## src/rtl/ser_tx_pkg.sv

```systemverilog
// ser_tx_pkg: shared constants and FSM state encoding for the serial transmitter
package ser_tx_pkg;
  localparam int DATA_W = 8;
  localparam int FRAME_BITS = 10;
  typedef enum logic [1:0] {
    IDLE  = 2'd0,
    START = 2'd1,
    DATA  = 2'd2,
    STOP  = 2'd3
  } state_t;
endpackage

```

## src/rtl/ser_tx_8bit_if.sv

```systemverilog
// ser_tx_8bit_if: byte handshake (valid/d/ready) plus serial outputs (tx/busy/done); master drives, slave transmits
interface ser_tx_8bit_if;
  logic valid;
  logic [ser_tx_pkg::DATA_W-1:0] d;
  logic ready;
  logic tx;
  logic busy;
  logic done;
  modport master (output valid, d, input ready, tx, busy, done);
  modport slave (input valid, d, output ready, tx, busy, done);
endinterface

```

## src/rtl/tx_baud_cnt.sv

```systemverilog
// tx_baud_cnt: bit-period counter (clk, reset active-low async, clear holds at 0, bit_tick on last cycle of a bit)
module tx_baud_cnt #(
  parameter int CLKS_PER_BIT = 4
) (
  input  logic clk,
  input  logic reset,
  input  logic clear,
  output logic bit_tick
);
  localparam int CW = $clog2(CLKS_PER_BIT);
  logic [CW-1:0] cnt;
  assign bit_tick = !clear && cnt == CW'(CLKS_PER_BIT - 1);
  always_ff @(posedge clk or negedge reset)
    if (!reset) cnt <= '0;
    else cnt <= (clear || bit_tick) ? '0 : cnt + CW'(1);
endmodule

```

## src/rtl/ser_tx_8bit.sv

```systemverilog
// ser_tx_8bit: UART-style 8N1 transmitter (clk, reset active-low async, bus: valid/d in, ready/tx/busy/done out)
module ser_tx_8bit
  import ser_tx_pkg::*;
#(
  parameter int CLKS_PER_BIT = 4
) (
  input logic clk,
  input logic reset,
  ser_tx_8bit_if.slave bus
);
  state_t state, state_n;
  logic [DATA_W-1:0] sr, sr_n;
  logic [2:0] idx, idx_n;
  logic tick, tx_n, ready_n, busy_n, done_n;
  tx_baud_cnt #(.CLKS_PER_BIT(CLKS_PER_BIT)) u_baud (
    .clk(clk),
    .reset(reset),
    .clear(state == IDLE),
    .bit_tick(tick)
  );
  always_ff @(posedge clk or negedge reset)
    if (!reset) begin
      state <= IDLE;
      sr <= '0;
      idx <= '0;
      bus.tx <= 1'b1;
      bus.ready <= 1'b1;
      bus.busy <= 1'b0;
      bus.done <= 1'b0;
    end else begin
      state <= state_n;
      sr <= sr_n;
      idx <= idx_n;
      bus.tx <= tx_n;
      bus.ready <= ready_n;
      bus.busy <= busy_n;
      bus.done <= done_n;
    end
  always_comb begin
    state_n = state;
    sr_n = sr;
    idx_n = idx;
    case (state)
      IDLE: if (bus.valid) begin
        state_n = START;
        sr_n = bus.d;
      end
      START: if (tick) begin
        state_n = DATA;
        idx_n = '0;
      end
      DATA: if (tick) begin
        sr_n = sr >> 1;
        idx_n = idx + 3'd1;
        state_n = idx == 3'd7 ? STOP : DATA;
      end
      STOP: if (tick) state_n = IDLE;
      default: state_n = IDLE;
    endcase
  end
  always_comb begin
    tx_n = state_n == START ? 1'b0 : state_n == DATA ? sr_n[0] : 1'b1;
    ready_n = state_n == IDLE;
    busy_n = state_n != IDLE;
    done_n = state == STOP && state_n == IDLE;
  end
endmodule
```

## src/flat_wrapper.sv

```systemverilog
// flat-port wrapper written by rule: the top's interface ports become plain ports
module ser_tx_8bit_flat import ser_tx_pkg::*;
#(
  parameter int CLKS_PER_BIT = 4
)
  (clk, reset, bus_valid, bus_d, bus_ready, bus_tx, bus_busy, bus_done);
  ser_tx_8bit_if bus_i ();
  input logic clk;
  input logic reset;
  input wire logic [$bits(bus_i.valid)-1:0] bus_valid;
  input wire logic [$bits(bus_i.d)-1:0] bus_d;
  output wire logic [$bits(bus_i.ready)-1:0] bus_ready;
  output wire logic [$bits(bus_i.tx)-1:0] bus_tx;
  output wire logic [$bits(bus_i.busy)-1:0] bus_busy;
  output wire logic [$bits(bus_i.done)-1:0] bus_done;
  assign bus_i.valid = bus_valid;
  assign bus_i.d = bus_d;
  assign bus_ready = bus_i.ready;
  assign bus_tx = bus_i.tx;
  assign bus_busy = bus_i.busy;
  assign bus_done = bus_i.done;
  ser_tx_8bit #(.CLKS_PER_BIT(CLKS_PER_BIT)) u_core (.clk(clk), .reset(reset), .bus(bus_i));
endmodule
```

## config.mk

```make
export PLATFORM = sky130hd
export DESIGN_NAME = ser_tx_8bit_flat
export DESIGN_NICKNAME = d
export VERILOG_FILES = /design/src/rtl/ser_tx_pkg.sv /design/src/rtl/ser_tx_8bit_if.sv /design/src/rtl/tx_baud_cnt.sv /design/src/rtl/ser_tx_8bit.sv /design/src/flat_wrapper.sv
export SDC_FILE = /design/constraint.sdc
export NUM_CORES = 1
export LEC_CHECK = 0
export CAP_MARGIN = 30
export CORE_MARGIN = 5
export CORE_UTILIZATION = 45
export CTS_CLUSTER_DIAMETER = 30
export DETAILED_ROUTE_END_ITERATION = 8
export PLACE_DENSITY = 0.84
export SYNTH_ARGS = -nofsm -noshare
export SYNTH_HDL_FRONTEND = slang
export SYNTH_HIERARCHICAL = 1
export SYNTH_SLANG_ARGS = --single-unit
export TNS_END_PERCENT = 10
```

## constraint.sdc

```tcl
create_clock -name clk -period 1.84 [get_ports clk]
set_input_delay 0.276 -clock clk [delete_from_list [all_inputs] [get_ports clk]]
set_output_delay 0.276 -clock clk [all_outputs]
set_load 0.02 [all_outputs]
```

==> results.txt <==
NumNets Final: 111
post-CTS sizing: 0
n_diodes: 0
Hold Crit Class: in2async
share of cells above drive strength 1: 0.2604
syn_nets: 90
Worst-path clk slew: 100 ps
overall routing resource usage: 0.1289
commonest non-fill, non-tap cell in the layout: dfrtp_1
Required @ worst endpoint: 1560 ps
register area share after synthesis: 0.5169
clk buf depth: 2
# IOs: 15
CTS Buf Count: 3
Synth area leader: dfrtp_1
Setup CP Type: reg2out
max-slew violations: 0
chip width: 55.33 um
global-route wire length before repair: 3.153 mm
DRT Wirelength: 1.699 mm
Worst Setup Start Kind: register
#FFs+latches synth: 19
Buf+Inv Stages, Crit Path: 1
family with the most delay on the worst path: buffers and inverters
unrepaired setup endpoints after global routing: false
worst vdd ir: 0.6406 mV
wire per inst: 13.81 um
hold buffers post-CTS: 0
DR DRC count: 0
H-tree depth: 1
Area Growth Syn to Fin: 21.65%
LEAKAGE: 0.0005441 uW
Initial DRC Count: 7
post-synth design cell area: 924.6 sq um
CP max stage cell: clkdlybuf4s50_1
FP Rows: 16
Overflow after GRT: 0
Final period util: 0.9176
DRT antenna net count: 0
CP endpoint kind: primary output
routed via count: 643
Die H: 55.33 um
# port buffers: 14
Unique masters post-synth: 31
clock skew: 5.347 ps
clk sinks: 19
post-synth top area share: 0.4601
clock period minus worst slack: 1688 ps
via/cell ratio: 5.228
Pwr Density: 1440 nW/um^2
Crit path largest cell delay: 600 ps
Max-Cap Viols: 0
initial core utilization: 0.4713
CP Cell Sequence: clkdlybuf4s50_1
initial antenna violation count: 0
TNS Setup: 0 ps
Worst Tran Pin Value: 557.9 ps
worst reg2reg endpoint: u_core/bus.tx$_DFF_PN1_
Post-CTS Setup Inserts: 0
Rel. slew slack: 0.6264
Worst R2R Start: u_core/u_baud/cnt[0]$_DFF_PN0_
DP Wirelength: 1.326 mm
GPL Wtd Cong: 0.7481
clk_lat worst skew: 280 ps
Post-Layout Cell Count: 123
CTS tree: yes
reg2reg setup slack: 210 ps
R2R cell count: 5
most frequent cells in the layout: dfrtp_1, clkdlybuf4s50_1, a22o_2, a21o_1, buf_4
Root Driver: clkbuf_4
largest net degree at the start of global routing: 20
Die ar.: 3061 sq um
Core ar.: 1962 sq um
first drt pass iteration count: 4
mean post-synth cell area: 12.17 sq um
Syn Inst Count: 76
outcome: finished, final reports clean
Setup Viol. Count Final: 0
Yosys warnings: 6
Final Hold Viols: 0
Crit Path Max Fanout: 1
placed instance count: 119
Data arrival, critical path: 1410 ps
Fmax achieved: 592.3 MHz
vias in the first global route: 680
Synth area leaders: dfrtp_1, a22o_2, dfstp_2
-- report_power, final --
part	switching [uW]	internal [uW]	leakage, uW
Sequential	114	614	0.000229
Clock	116	84.0	0.0000150
Combinational	330	361	0.000300
Total	560	1060	0.000544
-- metrics by stage --
step           power [uW]  cell area (sq um)  setup slack (ps)    util  hold slack [ps]
3_3_place_gp         1391               1099             143.2  0.5599            428.6
3_5_place_dp         1432               1099             59.49  0.5599            445.2
5_1_grt              1761               1125             93.55  0.5733            325.8
2_1_floorplan        1242              927.1             48.78       -           -19.59
4_1_cts              1635               1125             135.8  0.5733            314.6
6_report             1620               1125             151.7  0.5733            313.4
-- sequential cells by signal, summed over array words and instances (netlist names) --
signal and flops:
u_core/bus.done 1, u_core/u_baud/cnt 2, u_core/state 2, u_core/bus.busy 1, u_core/sr 8, u_core/bus.tx 1
u_core/bus.ready 1, u_core/idx 3
-- synth_stat cells --
cell	number
ha_1	3
a21boi_0	1
a21o_1	6
nor2b_1	1
clkbuf_8	1
a21oi_1	4
and3b_1	2
nor2_2	1
nand3b_1	1
a22o_1	1
xnor2_1	1
nand2_1	4
and3_2	1
o2bb2ai_1	3
a22o_2	6
nor2_1	1
a31oi_1	1
dfstp_2	2
nor3_1	2
o211a_1	1
nor3b_2	2
a21o_2	1
dfrtp_1	17
a21bo_2	1
inv_1	2
nand3_1	2
o22ai_1	1
buf_6	3
and3_1	2
or2_2	1
or3b_1	1
-- layout make-up --
class                   instances  area [sq um]
fillers                       177         837.1
flip-flops and latches         19         478.0
multi-input cells              51         394.1
repair buffers                 20         185.2
well taps                      27         33.78
clock buffers                   4         26.28
inverters                       2         7.507
-- worst reg2reg max path, stage by stage (launching register included) --
cell     delay (ps)
dfrtp_1         400
ha_1            240
nor2b_1         150
and3b_1         190
or3b_1          380
a31oi_1         200
-- layer usage --
metal	global-route usage	wire length (um)	up-vias
li1	-	-	321
met1	0.1563	757	306
met2	0.2095	850	14
met3	0.02797	62	2
met4	0.07292	28	0
met5	0	0	-
-- how the worst max path moves through the flow --
stage,start,to,cells past startpoint
floorplan,u_core/state[0]$_DFF_PN0_,u_core/bus.tx$_DFF_PN1_,8
global placement,bus_valid,u_core/sr[7]$_DFFE_PN0P_,4
detailed placement,bus_valid,u_core/sr[2]$_DFFE_PN0P_,4
CTS,u_core/bus.tx$_DFF_PN1_,bus_tx,1
global route,u_core/bus.tx$_DFF_PN1_,bus_tx,1
finish,u_core/bus.tx$_DFF_PN1_,bus_tx,1
-- kinds of logic after synthesis --
logic type                 after synthesis  synth area share
AOI/OAI and AO/OA                       26            0.2260
buffers and inverters                    6           0.05954
DFF                                     19            0.5169
and+or+nand+nor                         21            0.1475
adders and majority gates                3           0.04060
xor gates and xnor gates                 1          0.009474
No activity file was read; power rests on OpenSTA's default activity.
